==> config.mk <==
export PLATFORM = sky130hd
export DESIGN_NAME = wrr_hs_arbiter
export DESIGN_NICKNAME = d
export VERILOG_FILES = /design/src/rtl/wrr_pkg.sv /design/src/rtl/rr_prio_pick.sv /design/src/rtl/wrr_hs_arbiter.sv
export SDC_FILE = /design/constraint.sdc
export NUM_CORES = 1
export LEC_CHECK = 0
export ABC_AREA = 0
export ABC_CLOCK_PERIOD_IN_PS = 6700
export CORE_AREA = 2 2 98 100
export DETAILED_ROUTE_END_ITERATION = 10
export DIE_AREA = 0 0 100 102
export PLACE_DENSITY_LB_ADDON = 0.2
export SETUP_SLACK_MARGIN = 0.5
export SKIP_LAST_GASP = 1
export SLEW_MARGIN = 5
export SYNTH_ARGS = -nofsm -noshare
export SYNTH_HDL_FRONTEND = slang
export SYNTH_HIERARCHICAL = 1
export SYNTH_SLANG_ARGS = --single-unit
==> constraint.sdc <==
create_clock -name clk -period 6.7 [get_ports clk]
set_input_delay 1.005 -clock clk [delete_from_list [all_inputs] [get_ports clk]]
set_output_delay 1.005 -clock clk [all_outputs]
set_load 0.005 [all_outputs]
==> src/rtl/wrr_pkg.sv <==
// ----------------------------------------------------------------------------
// wrr_pkg : shared helpers for the weighted round-robin handshake arbiter
// Rev 1.0
// ----------------------------------------------------------------------------
`default_nettype none

package wrr_pkg;

  // Index width that stays at least one bit wide for tiny requester counts
  function automatic int addr_width(input int n);
    return (n <= 2) ? 1 : $clog2(n);
  endfunction

  function automatic int default_weight(input int idx, input int wd);
    int max_w;
    max_w = (1 << wd) - 1;
    return (idx + 1 > max_w) ? max_w : idx + 1;
  endfunction

endpackage

`default_nettype wire

==> src/rtl/rr_prio_pick.sv <==
// ----------------------------------------------------------------------------
// rr_prio_pick : first set bit of vec at or above ptr, wrapping to bit 0
// Rev 1.0
// ----------------------------------------------------------------------------
`default_nettype none

module rr_prio_pick
  import wrr_pkg::*;
#(
  parameter  int REQ_NUM = 8,
  localparam int ADDR_WD = addr_width(REQ_NUM)
) (
  input  logic [REQ_NUM-1:0] vec,
  input  logic [ADDR_WD-1:0] ptr,
  output logic [REQ_NUM-1:0] onehot,
  output logic [ADDR_WD-1:0] idx,
  output logic               any
);

  logic [REQ_NUM-1:0]   ge_mask;
  logic [2*REQ_NUM-1:0] dbl;
  logic [2*REQ_NUM-1:0] lowbit;

  // Low half holds only bits at/after ptr; high half is the wrapped copy
  always_comb begin
    ge_mask = '0;
    for (int i = 0; i < REQ_NUM; i++) begin
      ge_mask[i] = (i >= int'(ptr));
    end
    dbl    = {vec, vec & ge_mask};
    lowbit = dbl & (~dbl + (2*REQ_NUM)'(1));
    onehot = lowbit[REQ_NUM-1:0] | lowbit[2*REQ_NUM-1:REQ_NUM];
    idx    = '0;
    for (int i = 0; i < REQ_NUM; i++) begin
      if (onehot[i]) idx = idx | ADDR_WD'(i);
    end
    any = |vec;
  end

endmodule

`default_nettype wire

==> src/rtl/wrr_hs_arbiter.sv <==
// ----------------------------------------------------------------------------
// wrr_hs_arbiter : weighted round-robin arbiter, programmable weights,
//                  valid/ready grant with lock under back-pressure
// Rev 1.0
// ----------------------------------------------------------------------------
`default_nettype none

module wrr_hs_arbiter
  import wrr_pkg::*;
#(
  parameter  int REQ_NUM   = 8,
  parameter  int WEIGHT_WD = 4,
  localparam int ADDR_WD   = addr_width(REQ_NUM)
) (
  input  logic                         clk,
  input  logic                         rst_n,
  input  logic [REQ_NUM-1:0]           reqs,
  input  logic                         cfg_load,
  input  logic [REQ_NUM*WEIGHT_WD-1:0] cfg_weights,
  output logic                         gnt_valid,
  input  logic                         gnt_ready,
  output logic [REQ_NUM-1:0]           grants,
  output logic [ADDR_WD-1:0]           gnt_idx
);

  logic [REQ_NUM-1:0][WEIGHT_WD-1:0] weight_q, weight_d;
  logic [REQ_NUM-1:0][WEIGHT_WD-1:0] credit_q, credit_d;
  logic [ADDR_WD-1:0]                ptr_q, ptr_d;
  logic [ADDR_WD-1:0]                lock_idx_q, lock_idx_d;
  logic                              lock_q, lock_d;

  logic [REQ_NUM-1:0] active;
  logic [REQ_NUM-1:0] has_credit;
  logic [REQ_NUM-1:0] cand;
  logic               refill;
  logic               handshake;
  logic [REQ_NUM-1:0] pick_onehot;
  logic [ADDR_WD-1:0] pick_idx;
  logic               pick_any;

  // Refill is suppressed while locked so a held grant never restarts the epoch
  always_comb begin
    active     = '0;
    has_credit = '0;
    for (int i = 0; i < REQ_NUM; i++) begin
      active[i]     = reqs[i] & (weight_q[i] != '0);
      has_credit[i] = active[i] & (credit_q[i] != '0);
    end
    refill = !lock_q && (active != '0) && (has_credit == '0);
    cand   = refill ? active : has_credit;
  end

  rr_prio_pick #(
    .REQ_NUM (REQ_NUM)
  ) u_pick (
    .vec    (cand),
    .ptr    (ptr_q),
    .onehot (pick_onehot),
    .idx    (pick_idx),
    .any    (pick_any)
  );

  always_comb begin
    if (lock_q) begin
      gnt_valid = 1'b1;
      grants    = {{(REQ_NUM-1){1'b0}}, 1'b1} << lock_idx_q;
      gnt_idx   = lock_idx_q;
    end else begin
      gnt_valid = pick_any;
      grants    = pick_onehot;
      gnt_idx   = pick_idx;
    end
  end

  assign handshake = gnt_valid && gnt_ready;

  always_comb begin
    weight_d   = weight_q;
    credit_d   = refill ? weight_q : credit_q;
    ptr_d      = ptr_q;
    lock_d     = lock_q;
    lock_idx_d = lock_idx_q;
    if (gnt_valid && !gnt_ready) begin
      lock_d     = 1'b1;
      lock_idx_d = gnt_idx;
    end
    if (handshake) begin
      // Saturate: a locked requester zeroed by cfg_load may complete at 0
      if (credit_d[gnt_idx] != '0) begin
        credit_d[gnt_idx] = credit_d[gnt_idx] - WEIGHT_WD'(1);
      end
      ptr_d  = (gnt_idx == ADDR_WD'(REQ_NUM-1)) ? '0 : gnt_idx + ADDR_WD'(1);
      lock_d = 1'b0;
    end
    if (cfg_load) begin
      weight_d = cfg_weights;
      credit_d = cfg_weights;
    end
  end

  always_ff @(posedge clk or negedge rst_n) begin
    if (!rst_n) begin
      for (int i = 0; i < REQ_NUM; i++) begin
        weight_q[i] <= WEIGHT_WD'(default_weight(i, WEIGHT_WD));
        credit_q[i] <= WEIGHT_WD'(default_weight(i, WEIGHT_WD));
      end
      ptr_q      <= '0;
      lock_q     <= 1'b0;
      lock_idx_q <= '0;
    end else begin
      weight_q   <= weight_d;
      credit_q   <= credit_d;
      ptr_q      <= ptr_d;
      lock_q     <= lock_d;
      lock_idx_q <= lock_idx_d;
    end
  end

endmodule

`default_nettype wire
Word-level counts from Yosys, hierarchy flattened
Index checks and enable logic that the tools add are counted.
W data, S select, Z words.
{"block": "totals", "elab_cells": 104, "register_bits": 71, "input_bits": 44, "output_inout_bits": 12}
{"block": "op_classes", "n_reduce_logical": 28, "addsub": 3, "bitwise": 20, "muxes": 23, "eq_ne": 1, "n_shift": 1, "magnitude_cmp": 9}
{"cell": "$mux W32", "count": 4}
{"cell": "$reduce_bool A4 Y1", "count": 17}
{"cell": "$bwmux W32", "count": 1}
{"cell": "$mux W3", "count": 6}
{"cell": "$add A16 B1 Y16 const B", "count": 1}
{"cell": "$and A1 B1 Y1", "count": 16}
{"cell": "$and A16 B16 Y16", "count": 1}
{"cell": "$mux W8", "count": 2}
{"cell": "$not A16 Y16", "count": 1}
{"cell": "$bmux W4 S3", "count": 1}
{"cell": "$demux W4 S3", "count": 1}
{"cell": "$ge A3 B3 Y1 const A", "count": 3}
{"cell": "$and A8 B8 Y8", "count": 1}
{"cell": "$logic_not A8 Y1", "count": 1}
{"cell": "$mux W4", "count": 2}
{"cell": "$or A8 B8 Y8", "count": 1}
{"cell": "$reduce_bool A8 Y1", "count": 1}
{"cell": "$reduce_or A8 Y1", "count": 1}
{"cell": "$shl A1 B3 Y8 const A", "count": 1}
{"cell": "$ge A1 B3 Y1 const A", "count": 2}
{"cell": "$ge A2 B3 Y1 const A", "count": 2}
{"cell": "$logic_and A1 B1 Y1", "count": 5}
{"cell": "$lt A3 B4 Y1 const B", "count": 1}
{"cell": "$mux W1", "count": 4}
{"cell": "7 further kinds", "count": 9}

Longest topological paths before layout
{"block": "logic_depth", "ltp_word": 27, "ltp_mapped": 27, "ltp_nobuf": 23}

Cells and area by module
The synthesis kept the hierarchy.
{"mod": "wrr_hs_arbiter", "cells_per_inst": 530, "n_inst": 1, "area_each_um2": 4519.3, "seq_area_each_um2": 1809.2}
{"mod": "rr_prio_pick", "cells_per_inst": 61, "n_inst": 1, "area_each_um2": 392.9, "seq_area_each_um2": 0.0}

Least setup slack after synthesis
No wires, ideal clock.
{"block": "synth_path", "path_type": "input to register", "from": "input reqs[2]", "to": "register credit_q[8] in the netlist's numbering", "required_ps": 6628, "path_slack_ps": 376, "t_arrival_ps": 6252, "path_stages": 27, "setup_time_ps": 72, "cell_sequence": "o41ai_2 > o22ai_1 > or4_4 > or2_1 > buf_6 > clkbuf_1 > buf_1 > a21oi_1 > nor2b_1 > o21bai_1 > o2111ai_1 > a21o_1 > nand3_1 > mux2i_1 > inv_2 > buf_1 > buf_2 > nand2_1 > a21oi_1 > o21ai_0 > o211ai_2 > inv_1 > ha_1 > o2111ai_4 > nand3_4 > mux2_1 > o21ai_1"}
{"item": "start: declaration", "line_no": "wrr_hs_arbiter.sv:17", "rtl": "input logic [REQ_NUM-1:0] reqs,"}
{"item": "end signal: indexed assignment", "line_no": "wrr_hs_arbiter.sv:105", "rtl": "credit_q[i] <= WEIGHT_WD'(default_weight(i, WEIGHT_WD));"}
{"item": "end signal: assignment", "line_no": "wrr_hs_arbiter.sv:112", "rtl": "credit_q <= credit_d;"}
{"item": "end: declaration", "line_no": "wrr_hs_arbiter.sv:27", "rtl": "logic [REQ_NUM-1:0][WEIGHT_WD-1:0] credit_q, credit_d;"}

==> flow_metrics.py <==
metrics = {
    "logic_synthesis": {
        "syn_inst": 591,
        "yosys_most_used_dff": "dfrtp_1",
        "synthesis.area_mm2": 0.004912,
        "yosys.area.top_type_share_pct": 22.92,
        "yosys.area.top_type": "dfrtp_1",
        "postSynthAreaPerCell_um2": 8.312,
        "synth_edf_count": 0,
        "syn_nets": 638,
        "synth_seq_cells": 71,
        "yosysUniqueCellTypes": 74,
        "seq_area_frac_synth_pct": 36.83,
        "yosys_warnings": 6,
        "synthArstFlopShare_pct": 100.0,
        "ys_top_cells_by_area": "dfrtp_1 (23%), dfstp_2 (14%), nand2_1 (8.8%)",
    },
    "floorplanning": {
        "dieHeight_um": 102,
        "rows": 35,
        "boundaryPins": 56,
        "start_util_pct": 53.93,
        "coreArea_mm2": 0.009109,
        "die_w_um": 100,
        "dieArea_mm2": 0.01020,
    },
    "routing": {
        "ant_nets": 0,
        "drt_pass1_iterations": 6,
        "avgViaCountPerCell": 6.263,
        "remaining_drc_errors": 0,
        "drtIter0Drc": 366,
        "routed_wl_um": 15170,
        "vias": 4854,
        "wl_per_cell_um": 19.57,
    },
    "global_route": {
        "grt_start_max_net_pins": 105,
        "grt_usage_pct": 30.04,
        "antenna_found_initial": 0,
        "grt-ovfl-total": 0,
        "grt_first_pass_wirelength_um": 23790,
        "grt_pass1_vias": 4622,
    },
    "critical_path": {
        "path_max_fanout": 26,
        "crit_type": "primary input to flop",
        "crit_arrival_ps": 6280,
        "required_ps": 6980,
        "end_kind": "flop",
        "critPathLaunchType": "primary input",
    },
    "sta": {
        "fin_crit_sh_pct": 89.59,
        "maxSlewViolCount": 0,
        "timing.fmax_ghz": 0.1666,
        "tns_ps": 0,
        "hold_viol": 0,
        "slew_headroom_pct": 37.29,
        "grt_setup_unrepaired": "false",
        "fin_skew_ps": 7.841,
        "period_minus_slack_ps": 6003,
        "setup_slack_ps": 697.2,
        "finalSetupViolations": 0,
        "worst_pin_slew_ps": 940.7,
    },
    "place": {
        "gp_congestion": 1.075,
        "dpl.hpwl_um": 10580,
        "place_ws_ps": 37.02,
        "io_buffers": 55,
    },
    "run_status": {
        "status": "finished, final reports clean",
    },
    "pwr": {
        "p_total_uw": 2450,
        "ir_drop_uv": 227.9,
        "p_leak_uw": 0.002402,
        "pwr_density_cell_mw_per_mm2": 411.4,
    },
    "clock_network": {
        "cts-hold-fix-buffers": 0,
        "cts-buffers-inserted": 9,
        "insertion_delay_ps": 350,
        "cts_htree_levels": 3,
        "cts-root-buf": "clkbuf_8",
        "cts_num_sinks": 71,
        "clockBufferDepth": 2,
        "cts.reportedPaths.clkPinSlew_ps": 80,
        "tritoncts": "built",
    },
    "finish": {
        "antennaDiodeCount": 0,
        "drive_gt1_share_pct": 20.03,
        "layout.nets": 706,
        "syn_to_final_growth_pct": 21.24,
    },
    "run": {
        "cap_violations": 0,
    },
    "worst_hold_path": {
        "hold_class": "flop to flop",
    },
}
[cell usage in the layout, fill, tap and decap left out, types with 6 or more instances in the layout]
master           Yosys  routed
a21oi_1             45      44
a22oi_1              7       7
a311o_1              8       8
buf_4                0      29
clkbuf_8             0      10
clkdlybuf4s50_1      0      53
dfrtp_1             45      45
dfstp_2             26      26
inv_1               40      40
mux2_1              16      16
mux2_2              11      11
mux2i_1              9       8
nand2_1            115     115
nand2b_1             7       7
nand3_1              8       8
nor2_1              35      33
nor3_1              16      15
nor4_1               8       8
o21ai_0             40      40
o21ai_1             17      17
o22ai_1              8       8
o31ai_1              6       6
o41ai_2              4       6
[where the power goes]
| part | total [µW] | switching [µW] | internal, µW |
|---|---|---|---|
| sequential | 643 | 114 | 529 |
| combinational | 1480 | 877 | 604 |
| clock | 327 | 181 | 146 |
[cells by family (layout without fill, tap and decap cells)]
| group | Yosys count | count (layout) | synth area share [%] |
|---|---|---|---|
| muxes | 37 | 37 | 8.329 |
| buffers and inverters | 75 | 148 | 6.266 |
| DFF | 71 | 71 | 36.83 |
| xor gates and xnor gates | 2 | 2 | 0.3567 |
| and+or+nand+nor | 223 | 223 | 22.21 |
| AOI/OAI and AO/OA | 180 | 180 | 25.24 |
| adders and majority gates | 3 | 3 | 0.7642 |
[what timing repair did]
action | CTS | global route
setup endpoints to repair | 16 | 33
buffers inserted | 2 | 5
pin swaps | 0 | 1
resized for setup | 1 | 17
cloned | 0 | 2
[layer usage]
layer	vias to the layer above	part of all wire [%]	GRT usage, %
met5	-	0	0
met4	0	2.7	9.589
met3	43	7.0	5.746
met2	206	47	49.53
met1	2367	43	40.38
li1	2238	-	-
[through the flow]
stage,instance area [µm²],util (%),instances,hold slack [ps]
2_1_floorplan,4916,-,591,466.7
3_3_place_gp,5637,61.88,750,499.2
3_5_place_dp,5637,61.88,750,502.7
4_1_cts,5838,64.09,768,515.4
5_1_grt,5956,65.38,775,559.6
6_report,5956,65.38,775,522.8
[sequential cells by signal, summed over array words and instances (netlist names)]
register    cells
ptr_q           3
lock_q          1
credit_q       32
lock_idx_q      3
weight_q       32
[worst max-delay path, stage by stage]
cell	delay (ps)
clkdlybuf4s50_1	420
o41ai_2	100
nor2_1	130
or4_4	540
or2_4	280
buf_4	200
a21oi_1	200
nor2_1	100
a22o_1	200
a22oi_2	240
o32a_2	240
nand3_1	130
mux2i_4	290
inv_6	160
nand2_1	110
a211oi_1	70
o21ai_0	220
and2_0	230
o211ai_2	170
inv_1	100
ha_2	240
o2111ai_4	130
buf_6	180
nand3_4	110
mux2_1	340
o21ai_1	140
[cell usage after synthesis, types with 5 or more instances]
cell,number
nand2_1,115
a21oi_1,45
dfrtp_1,45
inv_1,40
o21ai_0,40
nor2_1,35
dfstp_2,26
clkbuf_1,22
o21ai_1,17
mux2_1,16
nor3_1,16
mux2_2,11
mux2i_1,9
a311o_1,8
nand3_1,8
nor4_1,8
o22ai_1,8
a22oi_1,7
nand2b_1,7
o31ai_1,6
o41ai_1,5
[cell type report]
class	instances	area [µm²]
Tap cell	111	138.9
Sequential cell	71	1809
Multi-Input combinational cell	445	2856
Clock buffer	10	137.6
Inverter	43	166.4
Timing Repair Buffer	89	802.0
Fill cell	812	3153
Clock inverter	6	45.04
[worst paths after layout]
kind | from | endpoint | slack [ps] | cells after the start
worst min register to register | weight_q[0] | weight_q[0] | 520 | 2
worst min-delay path | weight_q[0] | weight_q[0] | 520 | 2
min in group asynchronous | rst_n | weight_q[3] | 840 | 2
max in group asynchronous | rst_n | lock_idx_q[1] | 5240 | 2
worst max register to register | weight_q[2] | credit_q[9] | 710 | 25
worst max-delay path | reqs[5] | credit_q[9] | 700 | 26
(Power assumes the default switching activity.)
